File: src/rtl/sync_hs_send.sv
`default_nettype none
// ============================================================================
// Module   : sync_hs_send
// Brief    : Source end of a two-phase toggle handshake for CDC word transfer.
//            Optional ack-timeout flag: define SYNC_HS_SEND_TIMEOUT_EN.
// Revision : 1.0
// ============================================================================
module sync_hs_send #(
   parameter int WIDTH       = 32,
   parameter int SYNC_STAGES = 2,
   parameter int TIMEOUT     = 1024
) (
   input  logic             CLK,
   input  logic             nRST,
   input  logic             enq__ENA,
   input  logic [WIDTH-1:0] enq_v,
   output logic             enq__RDY,
   output logic             xfer_req,
   output logic [WIDTH-1:0] xfer_data,
   input  logic             xfer_ack,
   output logic             done,
   output logic             timeout
);

   typedef enum logic [0:0] {
      IDLE = 1'b0,
      WAIT = 1'b1
   } state_t;

   state_t                 state;
   logic [SYNC_STAGES-1:0] ack_chain;
   logic                   ack_sync;
   logic                   accept;

   // Resynchronise the asynchronous ack toggle; oldest sample is the MSB.
   always_ff @(posedge CLK or negedge nRST) begin
      if (!nRST) begin
         ack_chain <= '0;
      end else begin
         ack_chain <= {ack_chain[SYNC_STAGES-2:0], xfer_ack};
      end
   end

   assign ack_sync = ack_chain[SYNC_STAGES-1];
   assign enq__RDY = (state == IDLE) && (ack_sync == xfer_req);
   assign accept   = enq__ENA && enq__RDY;

   always_ff @(posedge CLK or negedge nRST) begin
      if (!nRST) begin
         state     <= IDLE;
         xfer_req  <= 1'b0;
         xfer_data <= '0;
         done      <= 1'b0;
      end else begin
         done <= 1'b0;
         case (state)
            IDLE: begin
               if (accept) begin
                  xfer_data <= enq_v;
                  xfer_req  <= ~xfer_req;
                  state     <= WAIT;
               end
            end
            WAIT: begin
               if (ack_sync == xfer_req) begin
                  done  <= 1'b1;
                  state <= IDLE;
               end
            end
            default: state <= IDLE;
         endcase
      end
   end

`ifdef SYNC_HS_SEND_TIMEOUT_EN
   localparam int               CNT_W   = $clog2(TIMEOUT + 1);
   localparam logic [CNT_W-1:0] CNT_MAX = CNT_W'(TIMEOUT);

   logic [CNT_W-1:0] wait_cnt;
   logic [CNT_W-1:0] cnt_next;

   assign cnt_next = (wait_cnt == CNT_MAX) ? wait_cnt : wait_cnt + CNT_W'(1);

   // Flag is sticky until reset; the handshake itself keeps waiting.
   always_ff @(posedge CLK or negedge nRST) begin
      if (!nRST) begin
         wait_cnt <= '0;
         timeout  <= 1'b0;
      end else if (accept) begin
         wait_cnt <= '0;
      end else if (state == WAIT) begin
         wait_cnt <= cnt_next;
         if (cnt_next == CNT_MAX) begin
            timeout <= 1'b1;
         end
      end
   end
`else
   assign timeout = 1'b0;
`endif

endmodule
`default_nettype wire

File: config.mk
export PLATFORM = sky130hd
export DESIGN_NAME = sync_hs_send
export DESIGN_NICKNAME = d
export VERILOG_FILES = /design/src/rtl/sync_hs_send.sv
export SDC_FILE = /design/constraint.sdc
export NUM_CORES = 1
export LEC_CHECK = 0
export ABC_AREA = 1
export ABC_CLOCK_PERIOD_IN_PS = 2100
export BUFFER_PORTS_ARGS = -buffer_cell sky130_fd_sc_hd__buf_2
export CAP_MARGIN = 20
export CORE_MARGIN = 2
export CORE_UTILIZATION = 49
export DETAILED_ROUTE_END_ITERATION = 7
export PLACE_DENSITY = 0.92
export RECOVER_POWER = 50
export SYNTH_ARGS = -nofsm -noshare
export SYNTH_HDL_FRONTEND = slang
export SYNTH_SLANG_ARGS = --single-unit
File: constraint.sdc
create_clock -name CLK -period 2.1 [get_ports CLK]
set_input_delay 0.105 -clock CLK [delete_from_list [all_inputs] [get_ports CLK]]
set_output_delay 0.105 -clock CLK [all_outputs]
set_load 0.01 [all_outputs]
==> summary.md <==
| Metric | Value |
|---|---|
| Status | `complete, no violations` |
| Fin nets | `270` |
| Bufs on Longest Clock Path | `2` |
| Tcrit/Tclk final | `roughly 83%` |
| Area taken by multi-input logic gates | `507 µm²` |
| M1 WL | `1460 µm` |
| Critical path peak fanout | `34` |
| Net Count, Synth | `around 200` |
| Tmin final | `about 1.7 ns` |
| Hold path endpoint | `xfer_data[6]` |
| Chip height | `60.1 µm` |
| Share of layout cells above drive strength 1 | `25.1%` |
| Worst reg-to-reg path cell count | `6` |
| Netlist cell types | `13` |
| CP startpoint | `xfer_req` |
| Die width | `about 60 µm` |
| Remaining global-route overflow | `0` |
| Netlist Area Pre-Place | `1540 µm²` |
| # rows | `20` |
| Sequential element share of the synthesized area | `60.1%` |
| CTS tree | `yes` |
| Fin. max-slew vios | `0` |
| Number of CTS-inserted buffers | `5` |
| Final hold vios | `0` |
| Largest net degree at the start of global routing | `38` |
| Clock share of power | `a little under a fifth` |
| Hold path depth | `3` |
| Reg-to-reg slack, setup | `roughly 0.79 ns` |
| Setup_tns | `0 ns` |
| Met3 Routed Length | `about 160 µm` |
| Synth Flop Type | `dfrtp_1` |
| Post-synth top area cell | `dfrtp_1` |
| PwrDens | `1380 nW/µm²` |
| Comb pwr share | `~39%` |
| Post-synth ARST share | `100%` |
| FMAX | `0.575 GHz` |
| Inserted Diodes | `0` |
| Skew-Pair Late Insertion Delay | `approximately 0.34 ns` |
| Initial Util | `50.9%` |
| Int Pwr | `1670 µW` |
| Gr usage total | `20.9%` |
| H-tree depth | `2` |
| Worst EP required | `2.00 ns` |
| Post-DRT Antenna Nets | `0` |
| First-pass GRT wire length | `5440 µm` |
| Pleak | `0.00108 µW` |
| Post-synth top cells | `nand2_1, dfrtp_1, nand4_1` |
| Ports | `72` |
| Post-Synthesis Cells | `162` |
| Via Count | `1388` |
| # setup viols final | `0` |
| Final Util | `approximately 66%` |
| Initial antenna violation count | `0` |
| CP delay by family, top | `buffers and inverters` |
| Top Layer Used | `met4` |
| Synth Register Bits | `37` |
| Max incr delay on CP | `0.41 ns` |
| CP most frequent cell | `inv_1` |
| Post-synth EDFFs | `0` |
| Total wire length | `3510 µm` |
| Startpoint Class | `flop` |
| PortBufs | `70` |
| Worst path cell trace | `inv_1 -> nand2_1 -> nand2_4 -> buf_4 -> inv_1 -> nor2_1 -> buf_2` |
| Bufs and invs on worst path | `4` |
| DR vias/cell | `4.97` |
| Slew Limit Headroom | `41.5%` |
| RR Startpoint | `xfer_req` |
| DPL Wire Length | `2240 µm` |
| Worst clock skew | `~0.0084 ns` |
| Worst VDD drop | `0.649 mV` |
| Drt pass-1 iters | `4` |
| Final hold slack | `0.0117 ns` |
| Average wire per standard cell | `12.6 µm` |
| Sequential cell area | `926 µm²` |
| Iter 0 DRT Violations | `52` |
| Worst Setup End Kind | `output port` |
| Worst hold start | `enq_v[6]` |
| Slowest cell on the critical path | `dfrtp_1` |
| Slew of the pin with the lowest slew margin | `between 0.8 and 0.9 ns` |
| CTS Root Cell | `clkbuf_4` |
| Core area | `3030 µm²` |
| Psw | `1080 µW` |
| Sink Count | `37` |
| Unrepaired setup endpoints after global routing | `no` |
| Switching Share | `39.3%` |
| Yosys top cell area share | `60.1%` |
| DR WL met2 | `1850 µm` |
| Seq pwr share | `43.0%` |
| Syn_area_per_cell | `9.52 µm²` |
| Worst path arrival time | `1.63 ns` |
| Vias in the first global route | `1297` |
| Hold crit path type | `input port to flop` |
| Max Cap Viol | `0` |
| Largest cells by area after synthesis | `dfrtp_1, nand2_1, nand4_1` |
| R2r endpoint | `xfer_data[31]` |
| Synth-to-layout area growth | `29.1%` |
| Critical path type | `flop to output port` |
| Die area | `3610 µm²` |
| Fill cell count | `288` |
| Drc violations | `0` |
| Clock transition at the registers of the reported paths | `0.10 ns` |
| Gp weighted congestion | `0.712` |
| Ys Warns | `0` |
| Count leader, synth | `nand2_1` |
-- cell families (layout without fill, tap and decap cells) --
family	Yosys count	count (layout)	synth area share, %
compound gates	1	1	0.324
simple gates	105	105	32.3
other cells	1	1	0.243
flops	37	37	60.1
buf+inv	18	91	7.06
-- cell usage in the layout (no fill, tap or decap), drive strengths merged --
cell type     n
buf          48
bufinv        1
clkbuf       32
conb          1
dfrtp        37
dlygate4sd3   6
inv           4
nand2        69
nand3         1
nand4        33
nor2          2
o21ai         1
-- cell type report --
cell class / instances / share of cell area [%]
Tap cell: 44 / 2.77
Multi-Input combinational cell: 107 / 25.5
Clock inverter: 1 / 1.51
Sequential cell: 37 / 46.5
Timing Repair Buffer: 79 / 20.2
Inverter: 4 / 0.754
Clock buffer: 7 / 2.77
-- worst reg2reg max path, stage by stage, from the launching register on --
cell and delay, ns:
dfrtp_1 0.41, inv_1 0.08, nand2_1 0.08, nand2_4 0.08, nand3_4 0.29, nand2_1 0.19
nand2_1 0.07
-- stage by stage --
step                      power [µW]  worst slack (ns)  instance area [µm²]  std cells
after floorplan                 1890             0.966                 1540        162
after global placement          2270             0.779                 1880        265
after detailed placement        2320             0.724                 1880        265
after CTS                       2830             0.346                 2010        278
after global routing            2980             0.221                 1990        279
final                           2760             0.360                 1990        279
-- flip-flops by register name, indices dropped and copies added (netlist names) --
signal,flops
ack_chain,2
done,1
xfer_data,32
xfer_req,1
state,1
-- power by group through the flow --
stage | Clock [µW] | Sequential, µW | Combinational, µW
floorplan | 0 | 1340 | 555
detailed placement | 0 | 1190 | 1130
finish | 505 | 1180 | 1070
global route | 542 | 1220 | 1220
global placement | 0 | 1180 | 1090
CTS | 513 | 1180 | 1130
-- repair_timing --
item	4_1_cts	5_1_grt
hold buffers	5	1
setup endpoints to repair	0	0
endpoints found under the hold margin	41	1
gates resized for setup	0	0
setup buffers	0	0
-- worst max-delay path by stage --
stage / cells after the start / end
floorplan: 6 / enq__RDY
global placement: 7 / enq__RDY
detailed placement: 7 / enq__RDY
CTS: 7 / enq__RDY
global route: 7 / enq__RDY
finish: 7 / enq__RDY
-- metal layers --
layer,vias to the layer above,track usage [%]
li1,684,-
met1,657,22.2
met2,42,37.6
met3,5,7.14
met4,0,7.94
met5,-,0
No activity file was read; power rests on OpenSTA's default activity.
